===== config.mk =====
export PLATFORM = sky130hd
export DESIGN_NAME = contador_descendente
export DESIGN_NICKNAME = d
export VERILOG_FILES = /design/src/rtl/contador_descendente.sv
export SDC_FILE = /design/constraint.sdc
export NUM_CORES = 1
export LEC_CHECK = 0
export ABC_AREA = 0
export CAP_MARGIN = 20
export CELL_PAD_IN_SITES_DETAIL_PLACEMENT = 1
export CELL_PAD_IN_SITES_GLOBAL_PLACEMENT = 1
export CORE_ASPECT_RATIO = 0.5
export CORE_UTILIZATION = 30
export CTS_CLUSTER_DIAMETER = 100
export CTS_CLUSTER_SIZE = 14
export DETAILED_ROUTE_END_ITERATION = 16
export PLACE_DENSITY = 0.72
export SLEW_MARGIN = 5
export SYNTH_ARGS = -nofsm -noshare
export SYNTH_HDL_FRONTEND = slang
export SYNTH_SLANG_ARGS = --single-unit

===== constraint.sdc =====
create_clock -name clk -period 1.9 [get_ports clk]
set_clock_uncertainty 0.05 [all_clocks]
set_input_delay 0.57 -clock clk [delete_from_list [all_inputs] [get_ports clk]]
set_output_delay 0.57 -clock clk [all_outputs]
set_load 0.01 [all_outputs]

===== src/rtl/contador_descendente.sv =====
// Loadable down-counter with IDLE/RUN/HOLD control, terminal-count pulse and busy flag.
// Define AUTORELOAD_EN to reload the counter from the last loaded value at terminal count.
module contador_descendente #(
  parameter int WIDTH = 8
) (
  input  logic             clk,
  input  logic             rst,
  input  logic             load,
  input  logic [WIDTH-1:0] din,
  input  logic             start,
  input  logic             pause,
  output logic [WIDTH-1:0] count,
  output logic             busy,
  output logic             tc
);

  typedef enum logic [1:0] {
    IDLE = 2'd0,
    RUN  = 2'd1,
    HOLD = 2'd2
  } state_t;

  localparam logic [WIDTH-1:0] CNT_ZERO = {WIDTH{1'b0}};
  localparam logic [WIDTH-1:0] CNT_ONE  = {{(WIDTH-1){1'b0}}, 1'b1};

  state_t           state_q, state_d;
  logic [WIDTH-1:0] count_q, count_d;
  logic             busy_q,  busy_d;
  logic             tc_q,    tc_d;
`ifdef AUTORELOAD_EN
  logic [WIDTH-1:0] reload_q, reload_d;
`endif

  // Next-state, next-count and output computation; load overrides the FSM
  always_comb begin
    state_d = state_q;
    count_d = count_q;
    tc_d    = 1'b0;
`ifdef AUTORELOAD_EN
    reload_d = reload_q;
`endif
    if (load) begin
      count_d = din;
`ifdef AUTORELOAD_EN
      reload_d = din;
`endif
      state_d = IDLE;
    end else begin
      case (state_q)
        IDLE: begin
          if (start && (count_q != CNT_ZERO)) begin
            state_d = RUN;
          end else begin
            state_d = IDLE;
          end
        end
        RUN: begin
          if (pause) begin
            state_d = HOLD;
          end else if (count_q == CNT_ONE) begin
            tc_d = 1'b1;
`ifdef AUTORELOAD_EN
            count_d = reload_q;
            state_d = RUN;
`else
            count_d = CNT_ZERO;
            state_d = IDLE;
`endif
          end else if (count_q == CNT_ZERO) begin
            // Unreachable in normal operation; never wrap below zero
            state_d = IDLE;
          end else begin
            count_d = count_q - CNT_ONE;
          end
        end
        HOLD: begin
          if (pause) begin
            state_d = HOLD;
          end else begin
            state_d = RUN;
          end
        end
        default: begin
          state_d = IDLE;
          count_d = CNT_ZERO;
        end
      endcase
    end
    busy_d = (state_d != IDLE);
  end

  // State and output registers with synchronous reset
  always_ff @(posedge clk) begin
    if (rst) begin
      state_q <= IDLE;
      count_q <= CNT_ZERO;
      busy_q  <= 1'b0;
      tc_q    <= 1'b0;
`ifdef AUTORELOAD_EN
      reload_q <= CNT_ZERO;
`endif
    end else begin
      state_q <= state_d;
      count_q <= count_d;
      busy_q  <= busy_d;
      tc_q    <= tc_d;
`ifdef AUTORELOAD_EN
      reload_q <= reload_d;
`endif
    end
  end

  assign count = count_q;
  assign busy  = busy_q;
  assign tc    = tc_q;

endmodule


=== Word-level counts from Yosys, hierarchy flattened ===
Cells that the tools add are included.

* Output and inout bits: 10
* Bits in registers: 12
* Word-level logic and storage cells: 33
* Input bits: 13

* Reductions and logical operators: 8
* Eq/ne operators: 6
* Bitwise operators: 1
* Add/subtract/negate cells: 1
* Multiplexer cells: 13

{| class="wikitable"
|+ Operator list
! operator !! count
|-
| $mux W8 || 4
|-
| $pmux W8 S2 || 1
|-
| $mux W2 || 5
|-
| $eq A8 B1 Y1 const B || 1
|-
| $logic_not A8 Y1 || 1
|-
| $reduce_bool A8 Y1 || 1
|-
| $sub A8 B1 Y8 const B || 1
|-
| $pmux W2 S3 || 1
|-
| $ne A4 B4 Y1 const B || 1
|-
| $reduce_or A4 Y1 || 1
|-
| $ne A3 B3 Y1 const B || 1
|-
| $reduce_and A3 Y1 || 1
|-
| $eq A2 B1 Y1 const B || 1
|-
| $eq A2 B2 Y1 const B || 1
|-
| $logic_not A2 Y1 || 1
|-
| $mux W1 || 2
|-
| $ne A2 B1 Y1 const B || 1
|-
| $reduce_bool A2 Y1 || 1
|-
| $reduce_or A2 Y1 || 1
|-
| $logic_and A1 B1 Y1 || 1
|-
| $not A1 Y1 || 1
|}

=== Longest topological paths before layout ===
Gate-level depths: netlist (run 1).

* Word-level depth: 7
* Mapped depth: 7

=== Worst setup path before layout (run 1) ===
Ideal clock, no wire load.

* Kind: register to register
* From: register count_q[0], in the netlist count[0]
* To: register count_q[2], in the netlist count[2]
* Setup slack: -0.173 ns
* Cell stages (with the launch flop): 8
* Period minus slack after synthesis: 2.073 ns
* Library setup time: 0.133 ns
* Arrival time: 1.890 ns
* Buffers on the path: 1
* Path through: dfxtp_1 inv_1 ha_1 or3b_2 o311ai_4 and2_1 buf_4 o32ai_1

* Word-level cells in the longest chain between the ends: 6

{| class="wikitable"
|+ RTL lines
! item !! RTL line !! text
|-
| from (decl) || 27 || <nowiki>logic [WIDTH-1:0] count_q, count_d;</nowiki>
|-
| from (signal assigned) || 104 || <nowiki>count_q <= count_d;</nowiki>
|-
| $sub A8 B1 Y8 || 73 || <nowiki>count_d = count_q - CNT_ONE;</nowiki>
|-
| $mux W8 || 69 || <nowiki>end else if (count_q == CNT_ZERO) begin</nowiki>
|-
| $mux W8 || 60 || <nowiki>end else if (count_q == CNT_ONE) begin</nowiki>
|-
| $mux W8 || 58 || <nowiki>if (pause) begin</nowiki>
|-
| $pmux W8 S2 || 49 || <nowiki>case (state_q)</nowiki>
|-
| $mux W8 || 42 || <nowiki>if (load) begin</nowiki>
|}

Parallel ways exist; a longest one is shown, timed or not. The select of a mux whose other input is x is not followed.
A chain may end at the register's enable or synchronous reset.

=== Worst setup path after layout (run 1) ===
* From: register count_q[7], in the netlist count[7]
* To: register count_q[4], in the netlist count[4]

* Word-level cells in the longest chain between the ends: 5

{| class="wikitable"
|+ RTL lines
! item !! RTL line
|-
| $eq A8 B1 Y1 || 60
|-
| $mux W8 || 60
|-
| $mux W8 || 58
|-
| $pmux W8 S2 || 49
|-
| $mux W8 || 42
|}

Parallel ways exist; a longest one is shown, timed or not. The select of a mux whose other input is x is not followed.

==> results of run 1 <==
-- power by group --
part	internal [mW]	switching (mW)	leakage [nW]
logic	0.166	0.167	0.511
registers	0.264	0.0103	0.0994
clock network	0.149	0.106	0.0228
total	0.578	0.283	0.634
-- through the flow --
| stage | instances | setup WS, ns |
|---|---|---|
| after global placement | 170 | -0.249 |
| after global routing | 182 | -0.0899 |
| after CTS | 179 | 0.000197 |
| after detailed placement | 170 | -0.307 |
| after floorplan | 92 | 0.00145 |
| final | 182 | -0.0571 |
-- metal layers --
layer | GRT usage [%] | share of wire (%) | up-vias | routed length [um]
met1 | 34.1 | 44 | 523 | 1870
met3 | 6.84 | 6.5 | 11 | 273
li1 | - | - | 464 | -
met5 | 0 | 0 | - | 0
met4 | 10.4 | 1.7 | 0 | 73
met2 | 49.5 | 48 | 39 | 2010
-- path summary, 6_finish.rpt --
path / cells past startpoint / end / slack (ns)
worst max-delay path: 9 / count[4] / -0.06
worst min-delay path: 2 / count[6] / 0.51
worst max register to register: 9 / count[4] / -0.06
worst min register to register: 2 / count[6] / 0.51
-- state kept, by name, indices dropped and copies added (netlist names) --
register  cells
busy          1
count         8
state_q       2
tc            1
-- layout make-up --
| class | count | share of cell area [%] |
|---|---|---|
| clock buffer | 4 | 2.98 |
| inverter | 7 | 1.91 |
| tap | 35 | 2.90 |
| timing repair buffer | 56 | 33.4 |
| sequential | 12 | 16.3 |
| multi-input combinational | 68 | 42.5 |
-- logic make-up after synthesis --
group | Yosys count | share of synthesized area, %
AND/OR/NAND/NOR | 34 | 25.6
adder cells (fa/ha/maj) | 2 | 3.17
AO/OA/AOI/OAI | 32 | 33.8
buffers and inverters | 12 | 6.98
flip-flops | 12 | 30.5
-- tightest hold or removal path, delay by kind of cell, from the launching register on --
kind | cells | cell delay (ns)
flops | 1 | 0.36
simple gates | 1 | 0.09
compound gates | 1 | 0.06
-- placed cells by master (no fill, tap or decap), types with 3 or more instances in the layout --
master	synthesis	final
a21oi_1	4	3
a22oi_2	0	4
dfxtp_1	12	9
clkdlybuf4s50_1	0	14
dlymetal6s2s_1	0	3
o32ai_1	6	4
nand2_1	3	3
dlygate4sd2_1	0	5
a22oi_1	9	5
nand2b_1	8	8
nor2_1	6	6
inv_1	7	5
buf_4	2	29
clkbuf_8	0	3
buf_6	0	4
-- repair_timing --
item	in CTS	in global routing
gates resized for setup	17	19
setup buffers	5	3
pin swaps	5	10
endpoints found under the setup margin	12	13
==> impl_metrics.ini, run 1 <==
[outcome]
status = complete, but fails checks
violations = negative setup slack

[setup_path]
timing.rr.start = count[7]
endpoint_kind = register
startpoint = count[7]
cp_slowest_cell = dfxtp_1
cp_slowest_stage_delay_ns = 0.34
crit_arrival_ns = 2.04
crit_required_ns = 1.98
critPathMaxFanout = 6
crit_buf_inv = 5
worstSetupPathType = reg2reg
cp_cell_sequence = buf_4, nor4_1, buf_4, a21oi_2, buf_6, buf_6, buf_4, a22oi_1, o32ai_1
critPathTopFamily = buffers and inverters
cp-start-kind = register
crit_top_cell = buf_4

[timing]
slew_viol_final = 0
min_period_over_period_pct = 103
rsz0062_at_grt = true
max_freq_mhz = 511
relSlewSlack_pct = 72.4
tns_ns = -0.0571
hold_slack_ns = 0.511
finalHoldViolCount = 0
period_minus_slack_ns = 1.96
worst_slack_ns = -0.0571
tightest_slew_ns = 0.411
setup_viol = 1

[final_layout]
postLayoutCoreUtil_pct = 64.5
final_area_sq_mm = 0.00151
diodes = 0
post_route_cells_drive_above_1_share_pct = 44.9
nFillCells = 266
layout.nets = 163
multi_input_area_sq_um = 642
ff_latch_area_sq_um = 246
syn_to_final_growth_pct = 91.6

[detailed_routing]
vias = 1037
wirelength_um = 4230
drtIter0Drc = 64
avgViaCountPerCell = 5.70
dr.pass1.iters = 4
remaining_drc_errors = 0
wl_per_cell_um = 23.2
antenna_left = 0

[synthesis]
syn-num-nets = 107
seq_area_frac_synth_pct = 30.5
yosys_warnings = 0
ys_seq_elements = 12
synth_commonest_cells = 12 x dfxtp_1, 9 x a22oi_1, 8 x nand2b_1
ys_top_cells_by_area = dfxtp_1 30%, a22oi_1 8.6%, o32ai_1 6.7%
syn_area_sq_um = 788
synth_edf_count = 0
synth_top_flop_cell = dfxtp_1
ys_types = 31
synth_most_common_cell = dfxtp_1
synthArstFlopShare_pct = 0
synth_top_area_share_pct = 30.5
syn_avg_cell_area_sq_um = 8.57
synth_top_area_cell = dfxtp_1
netlist_instances = 92

[clock_network]
clock-sinks = 12
hold_buffers = 0
cts_tree = yes
cts_root_buf = clkbuf_8
cts_buffers = 3
clk_latency_ns = 0.25
htree_levels = 1
cts_max_path_buffers = 2
clk_pin_slew_worst_paths_ns = 0.06

[global_route]
antenna_found_initial = 0
grt-ovfl-total = 0
grt_max_degree = 15
grt_pass1_vias = 1010
grt_first_pass_wirelength_um = 5510
grt_usage_pct = 28.2

[die]
io_pins = 23
core_sq_mm = 0.00234
die_h_um = 38.2
die_area_sq_mm = 0.00285
rows = 12
initial_utilization_pct = 33.7
chipWidth_um = 74.5

[placement]
place.gp.congestion = 0.857
io_buffers = 22
placed_area_sq_mm = 0.00126
post-dp-hpwl_um = 2420

[hold_path]
hp-class = reg2reg
hold_start = count[6]

[job]
cap_violations = 0

[power_and_ir_drop]
power_mw = 0.861
p_leak_nw = 0.634
power.density_mw_per_mm2 = 570
vdd_drop_max_mv = 0.296
Power figures use the tool's default switching activity.
==> run 2: changes to the inputs <==
clock period = 1.6 ns   (was 1.9 ns; I/O delays follow)
==> impl_metrics.ini, run 2 (synthesized netlist as in run 1, its figures left out) <==
[outcome]
status = complete, but fails checks
violations = negative setup slack

[timing]
max_freq_mhz = 512
setup_viol = 10
tns_ns = -2.94
tightest_slew_ns = 0.372
finalHoldViolCount = 0
rsz0062_at_grt = true
period_minus_slack_ns = 1.95
worst_slack_ns = -0.351
slew_viol_final = 0
min_period_over_period_pct = 122
relSlewSlack_pct = 75.2

[die]
chipWidth_um = 74.5
io_pins = 23
rows = 12
die_h_um = 38.2
die_area_sq_mm = 0.00285
initial_utilization_pct = 33.7
core_sq_mm = 0.00234

[setup_path]
cp_slowest_cell = or3b_4
cp-start-kind = register
cp_cell_sequence = inv_4, ha_4, or3b_4, o311ai_4, buf_4, a22oi_1, o32ai_1
worstSetupPathType = reg2reg
crit_arrival_ns = 2.04
critPathMaxFanout = 3
crit_buf_inv = 2
endpoint_kind = register
critPathTopFamily = compound AO/OA/AOI/OAI gates
cp_slowest_stage_delay_ns = 0.41
crit_required_ns = 1.69

[global_route]
grt_usage_pct = 35.3
grt_max_degree = 15
grt_first_pass_wirelength_um = 6710
grt_pass1_vias = 1189
grt-ovfl-total = 0
antenna_found_initial = 0

[final_layout]
postLayoutCoreUtil_pct = 68.8
largest_reg_flops = 8
final_cell_mix = 33 x buf_4, 11 x clkdlybuf4s50_1, 9 x dfxtp_1
nFillCells = 266
post_route_cells_drive_above_1_share_pct = 55.2
ff_latch_area_sq_um = 246
syn_to_final_growth_pct = 104
multi_input_area_sq_um = 711
diodes = 0
layout.nets = 170
layout_commonest_cell = buf_4

[detailed_routing]
drtIter0Drc = 104
antenna_left = 0
remaining_drc_errors = 0
wl_per_cell_um = 25.2
dr.pass1.iters = 4
avgViaCountPerCell = 5.86
vias = 1107
wirelength_um = 4770

[power_and_ir_drop]
pwr-share-comb_pct = 42.0
power.density_mw_per_mm2 = 681
switchingPower_mw = 0.380
pwr-share-clk_pct = 28.3
intPower_mw = 0.716
power_mw = 1.10
vdd_drop_max_mv = 0.526
seqPwrFrac_pct = 29.8
p_leak_nw = 0.658
swShare_pct = 34.7

[job]
cap_violations = 0

[clock_network]
cts_max_path_buffers = 2
clk_pin_slew_worst_paths_ns = 0.06
cts_tree = yes
cts_buffers = 3
clock-sinks = 12
htree_levels = 1
cts_root_buf = clkbuf_8
clk_latency_ns = 0.26

[placement]
post-dp-hpwl_um = 2800
dp_slack_ns = -0.822
place.gp.congestion = 0.937
io_buffers = 22

[hold_path]
hp-class = reg2reg
==> run 2: layout make-up <==
type	count	area share (%)
inverters	7	1.79
flip-flops and latches	12	15.3
well taps	35	2.72
clock buffers	4	2.80
multi-input cells	68	44.1
repair buffers	63	33.3
==> run 2: worst paths after layout <==
check	start	to	slack, ns	cells past startpoint
max	count[0]	count[6]	-0.35	7
min	count[1]	count[1]	0.60	3
max reg2reg	count[0]	count[6]	-0.35	7
min reg2reg	count[1]	count[1]	0.60	3
==> run 2: tightest hold or removal path, stage by stage (launching register included) <==
cell and delay, ns:
dfxtp_2 0.32, inv_2 0.07, buf_4 0.14, a211oi_2 0.07
==> run 2: metal layers <==
metal / share of wire [%] / up-vias / global-route usage, % / wire (um)
met5: 0 / - / 0 / 0
met1: 44 / 550 / 42.1 / 2090
li1: - / 478 / - / -
met4: 2.7 / 0 / 15.1 / 130
met2: 45 / 62 / 57.2 / 2160
met3: 8.2 / 17 / 13.9 / 390
==> run 2: stage by stage <==
| stage | instance area, sq um | hold WS (ns) | instances |
|---|---|---|---|
| after floorplan | 832 | 0.470 | 92 |
| after detailed placement | 1330 | 0.568 | 180 |
| after global routing | 1610 | 0.630 | 189 |
| final | 1610 | 0.599 | 189 |
| after global placement | 1330 | 0.543 | 180 |
| after CTS | 1560 | 0.584 | 186 |
==> run 2: timing repair <==
item / CTS / global route
hold buffers: 0 / 0
setup buffers: 4 / 3
pin swaps: 18 / 6
resized for setup: 44 / 18
setup endpoints to repair: 21 / 18
==> run 2: power groups by stage <==
stage | registers [mW] | clock network, mW | logic (mW)
6_report | 0.326 | 0.310 | 0.460
5_1_grt | 0.326 | 0.331 | 0.472
4_1_cts | 0.324 | 0.301 | 0.403
3_5_place_dp | 0.330 | 0 | 0.342
3_3_place_gp | 0.329 | 0 | 0.321
2_1_floorplan | 0.339 | 0 | 0.141
